==> config.mk <==
export PLATFORM = sky130hd
export DESIGN_NAME = reorder_buffer
export DESIGN_NICKNAME = d
export VERILOG_FILES = /design/src/rtl/reorder_buffer.sv
export SDC_FILE = /design/constraint.sdc
export NUM_CORES = 1
export LEC_CHECK = 0
export CAP_MARGIN = 20
export CORE_MARGIN = 10
export CORE_UTILIZATION = 40
export CTS_CLUSTER_SIZE = 8
export DETAILED_ROUTE_END_ITERATION = 10
export PLACE_DENSITY_LB_ADDON = 0.1
export SKIP_CTS_REPAIR_TIMING = 1
export SKIP_LAST_GASP = 1
export SYNTH_ARGS = -nofsm -noshare
export SYNTH_HDL_FRONTEND = slang
export SYNTH_SLANG_ARGS = --single-unit
==> constraint.sdc <==
create_clock -name clk_in -period 13.5 [get_ports clk_in]
set_input_delay 2.7 -clock clk_in [delete_from_list [all_inputs] [get_ports clk_in]]
set_output_delay 2.7 -clock clk_in [all_outputs]
set_load 0.02 [all_outputs]
==> src/rtl/reorder_buffer.sv <==
// Circular in-order commit queue: allocates at tail, captures CDB results, retires from head.
// Optional ROB_BYPASS_EN: operand queries also see a same-cycle CDB broadcast.
module reorder_buffer #(
    parameter int ROB_BIT = 3,
    parameter int REG_BIT = 5
) (
    input  logic               clk_in,
    input  logic               rst_in,
    input  logic               rdy_in,
    input  logic               issue_en,
    input  logic [1:0]         issue_type,
    input  logic [REG_BIT-1:0] issue_rd,
    input  logic               issue_pred,
    input  logic [31:0]        issue_alt_pc,
    output logic [ROB_BIT-1:0] tail_id,
    output logic               full,
    input  logic               cdb_en,
    input  logic [ROB_BIT-1:0] cdb_id,
    input  logic [31:0]        cdb_value,
    input  logic               cdb_taken,
    input  logic [ROB_BIT-1:0] qry1_id,
    input  logic [ROB_BIT-1:0] qry2_id,
    output logic               qry1_ready,
    output logic               qry2_ready,
    output logic [31:0]        qry1_value,
    output logic [31:0]        qry2_value,
    output logic               write_en,
    output logic [REG_BIT-1:0] reg_id,
    output logic [ROB_BIT-1:0] rob_id,
    output logic [31:0]        value,
    output logic               store_commit,
    output logic               clear_all,
    output logic [31:0]        redirect_pc
);

    localparam int SIZE = 1 << ROB_BIT;
    localparam logic [1:0] TYPE_STORE  = 2'd1;
    localparam logic [1:0] TYPE_BRANCH = 2'd2;

    logic [SIZE-1:0]    e_valid;
    logic [SIZE-1:0]    e_ready;
    logic [1:0]         e_type   [SIZE];
    logic [REG_BIT-1:0] e_rd     [SIZE];
    logic               e_pred   [SIZE];
    logic               e_taken  [SIZE];
    logic [31:0]        e_alt_pc [SIZE];
    logic [31:0]        e_value  [SIZE];

    logic [ROB_BIT-1:0] head;
    logic [ROB_BIT-1:0] tail;
    logic [ROB_BIT:0]   count;

    logic head_done;
    logic mispredict;
    logic discard;
    logic do_issue;
    logic do_cdb;
    logic q1_byp;
    logic q2_byp;
    logic q1_hit;
    logic q2_hit;

    // count never exceeds SIZE, so its top bit alone marks the full state
    assign full    = count[ROB_BIT];
    assign tail_id = tail;

    always_comb begin
        head_done  = e_valid[head] & e_ready[head];
        mispredict = head_done && (e_type[head] == TYPE_BRANCH) && (e_taken[head] != e_pred[head]);
        // younger work arriving in the flush cycle or the cycle after is wrong-path
        discard    = mispredict | clear_all;
        do_issue   = issue_en & ~full & ~discard;
        do_cdb     = cdb_en & e_valid[cdb_id] & ~discard;
    end

`ifdef ROB_BYPASS_EN
    assign q1_byp = cdb_en & (cdb_id == qry1_id) & e_valid[qry1_id];
    assign q2_byp = cdb_en & (cdb_id == qry2_id) & e_valid[qry2_id];
`else
    assign q1_byp = 1'b0;
    assign q2_byp = 1'b0;
`endif

    assign q1_hit     = e_valid[qry1_id] & e_ready[qry1_id];
    assign q2_hit     = e_valid[qry2_id] & e_ready[qry2_id];
    assign qry1_ready = q1_hit | q1_byp;
    assign qry2_ready = q2_hit | q2_byp;
    assign qry1_value = q1_byp ? cdb_value : (q1_hit ? e_value[qry1_id] : 32'd0);
    assign qry2_value = q2_byp ? cdb_value : (q2_hit ? e_value[qry2_id] : 32'd0);

    // Entry payload: no reset needed, every read is qualified by the valid/ready bits
    always_ff @(posedge clk_in) begin
        if (rdy_in) begin
            if (do_issue) begin
                e_type[tail]   <= issue_type;
                e_rd[tail]     <= issue_rd;
                e_pred[tail]   <= issue_pred;
                e_alt_pc[tail] <= issue_alt_pc;
            end
            if (do_cdb) begin
                e_value[cdb_id] <= cdb_value;
                e_taken[cdb_id] <= cdb_taken;
            end
        end
    end

    // Queue pointers, entry status and registered commit outputs
    always_ff @(posedge clk_in or posedge rst_in) begin
        if (rst_in) begin
            head         <= '0;
            tail         <= '0;
            count        <= '0;
            e_valid      <= '0;
            e_ready      <= '0;
            write_en     <= 1'b0;
            store_commit <= 1'b0;
            clear_all    <= 1'b0;
            reg_id       <= '0;
            rob_id       <= '0;
            value        <= '0;
            redirect_pc  <= '0;
        end else if (!rdy_in) begin
            write_en     <= 1'b0;
            store_commit <= 1'b0;
            clear_all    <= 1'b0;
        end else begin
            write_en     <= 1'b0;
            store_commit <= 1'b0;
            clear_all    <= 1'b0;

            if (head_done) begin
                rob_id <= head;
                reg_id <= e_rd[head];
                value  <= e_value[head];
                case (e_type[head])
                    TYPE_STORE:  store_commit <= 1'b1;
                    TYPE_BRANCH: begin
                        write_en <= (e_rd[head] != '0);
                        if (mispredict) begin
                            clear_all   <= 1'b1;
                            redirect_pc <= e_alt_pc[head];
                        end
                    end
                    default:     write_en <= 1'b1;
                endcase
            end

            if (mispredict) begin
                e_valid <= '0;
                e_ready <= '0;
                head    <= '0;
                tail    <= '0;
                count   <= '0;
            end else begin
                if (do_cdb) begin
                    e_ready[cdb_id] <= 1'b1;
                end
                if (do_issue) begin
                    e_valid[tail] <= 1'b1;
                    e_ready[tail] <= 1'b0;
                    tail          <= tail + 1'b1;
                end
                // retirement clears last so it wins over a CDB hitting the head entry
                if (head_done) begin
                    e_valid[head] <= 1'b0;
                    e_ready[head] <= 1'b0;
                    head          <= head + 1'b1;
                end
                case ({do_issue, head_done})
                    2'b10:   count <= count + 1'b1;
                    2'b01:   count <= count - 1'b1;
                    default: count <= count;
                endcase
            end
        end
    end

endmodule

==> results.py <==
metrics = {
    "synth": {
        "yosys-top-cells-area": "edfxtp_1, mux4_2, dfrtp_1",
        "yosys_warnings": 0,
        "netlist_instances": 1685,
        "ys_types": 51,
        "ys_ff_latch": 685,
        "async_flop_share": 0.147,
        "seq_area_frac_synth": 0.691,
        "synth.avg_cell_area_um2": 17.2,
        "synth.largest_area_cell": "edfxtp_1",
        "syn-num-nets": 1776,
        "syn_area_um2": 29000,
        "synth_edf_count": 584,
        "synth_top_cell_area_share": 0.604,
        "ys.flop_type": "edfxtp_1",
    },
    "finish": {
        "finalNonFillerCells": 2955,
        "syn_to_final_growth_pct": 21.5,
        "drive_gt1_frac": 0.170,
        "fillers": 6034,
        "fin_nets": 2014,
    },
    "power_and_ir_drop": {
        "ir_drop_mv": 0.145,
        "p_per_area_nw_per_um2": 180,
        "leakage_nw": 11.8,
    },
    "global_route": {
        "grt_pass1_wl_um": 126000,
        "grt_max_degree": 73,
        "grt_overflow_total": 0,
        "antenna_found_initial": 12,
        "grt_pass1_vias": 18700,
        "grt_usage": 0.206,
    },
    "floorplan": {
        "start_util": 0.405,
        "fp.dieArea_um2": 83800,
        "rows": 98,
        "core_um2": 71700,
        "die_h_um": 289,
        "num_io_pins": 232,
        "die_w_um": 289,
    },
    "worst_setup_path": {
        "crit_path_end_kind": "primary output",
        "regToRegEndpoint": "e_alt_pc[1][7]",
        "path_max_fanout": 54,
        "critPathArrivalTime_ns": 5.72,
        "crit_required_ns": 10.80,
        "r2r_slack_ns": 9.61,
        "reg2reg_depth": 7,
        "rr_startpoint": "head[2]",
        "path_class": "primary input to primary output",
        "crit_path_start_kind": "primary input",
    },
    "sta": {
        "setup_violations": 0,
        "fmax_ghz": 0.119,
        "maxSlewHeadroom": 0.246,
        "hold_violations": 0,
        "min_period_ns": 8.42,
        "finalCritPeriodShare": 0.624,
        "rsz0062_at_grt": "no",
        "max_slew.worst_pin.slew_ns": 1.13,
        "skew_ns": 0.0248,
        "drv_slew": 0,
        "timing.setup.tns_ns": 0,
    },
    "drt": {
        "wl_per_cell_um": 29.6,
        "vias_per_cell": 6.04,
        "drt-initial-drc-count": 1446,
        "dr.pass1.iters": 5,
        "finalWirelength_um": 87400,
        "num_vias": 17800,
        "final_antenna_net_count": 0,
        "drc": 0,
    },
    "clock_network": {
        "cts_buffers": 95,
        "cts_buffer_depth": 3,
        "ctsRootBufferMaster": "clkbuf_16",
        "clk_latency_ns": 0.65,
        "cts.clk_slew.worst_paths_ns": 0.05,
        "cts_tree": "done",
        "h-tree-depth": 3,
        "numClockSinks": 685,
    },
    "hold_path": {
        "min_to": "value[10]",
        "min_path_type": "register to register",
        "min_path_cells": 1,
        "hp-start": "value[10]",
    },
    "run": {
        "maxCapViolCount": 0,
    },
    "placement": {
        "post-dp-hpwl_um": 46800,
        "placed_cells": 2775,
        "io_buffers": 231,
        "gp_congestion": 0.785,
    },
    "status": {
        "status": "finished clean",
    },
}
## metal layers
layer,GRT usage,part of all wire
met1,0.252,0.39
met2,0.351,0.50
met3,0.0457,0.076
met4,0.0803,0.031
met5,0,0.0017
## sequential cells by signal (all words and copies together), names as in the netlist
name and cells:
e_rd 40, value 32, head 3, e_alt_pc 256, e_valid 8, write_en 1
e_ready 8, store_commit 1, clear_all 1, e_pred 8, e_taken 8, e_type 16
e_value 256, reg_id 5, redirect_pc 32, tail_id 3, rob_id 3, count 4
## Yosys cell counts (all sizes together), types with 6 or more instances
cell	instances
nor3	6
dfrtp	101
edfxtp	584
o22a	7
a21oi	8
a22o	99
a31oi	68
mux2i	68
nand3	8
a22oi	84
nor2	129
mux4	141
clkbuf	82
buf	50
nand4	7
xnor2	9
o21ai	14
nand2	27
a221oi	96
mux2	14
a21o	34
## how the worst max path moves through the flow
stage | slack (ns) | startpoint | depth (start not counted) | end
floorplan | 6.20 | cdb_id[0] | 5 | e_taken[5]
global placement | 5.15 | qry1_id[1] | 6 | qry1_value[15]
detailed placement | 5.08 | qry1_id[1] | 6 | qry1_value[12]
CTS | 5.07 | qry1_id[1] | 6 | qry1_value[12]
global route | 4.95 | qry1_id[1] | 6 | qry1_value[12]
finish | 5.08 | qry1_id[1] | 6 | qry1_value[12]
## critical path: stages
cell,delay (ns)
buf_2,0.34
buf_4,0.75
mux4_2,0.40
mux2_2,0.58
nor2_1,0.23
clkdlybuf4s50_1,0.64
## report_power, final
group | internal (mW) | total, mW | switching, mW
logic | 0.635 | 1.53 | 0.895
registers | 2.46 | 2.58 | 0.124
clock network | 1.34 | 2.24 | 0.898
total | 4.43 | 6.35 | 1.92
## stage by stage
stage | area (um2) | hold slack (ns) | setup WS (ns) | utilization | power, mW
floorplan | 29000 | 0.477 | 6.20 | - | 3.49
global placement | 32400 | 0.458 | 5.15 | 0.452 | 4.14
detailed placement | 32400 | 0.465 | 5.08 | 0.452 | 4.16
CTS | 35200 | 0.476 | 5.07 | 0.491 | 6.41
global route | 35300 | 0.479 | 4.95 | 0.492 | 6.61
finish | 35300 | 0.472 | 5.08 | 0.492 | 6.35
## logic make-up after synthesis
group	after synthesis	synth area share
xor+xnor	11	0.00332
mux	223	0.139
compound gates	426	0.116
flops	685	0.691
buf+inv	136	0.0193
fa+ha+maj	4	0.00172
simple gates	200	0.0301
## cell type report
type | instances | area [um2] | area share
repair buffers | 273 | 2620 | 0.0743
diodes | 2 | 5.00 | 0.000142
multi-input cells | 864 | 8570 | 0.243
clock inverters | 6 | 128 | 0.00362
inverters | 4 | 17.5 | 0.000497
clock buffers | 171 | 2680 | 0.0761
well taps | 950 | 1190 | 0.0337
flip-flops and latches | 685 | 20100 | 0.569
## layout by cell type (no fill, tap or decap), drive strengths merged, types with 34 or more instances in the layout
cell	count
a221oi	96
clkdlybuf4s50	225
a31oi	68
a22oi	84
mux4	141
mux2i	68
buf	48
a22o	99
a21o	34
clkbuf	171
edfxtp	584
nor2	129
dfrtp	101
(Power assumes the default switching activity.)
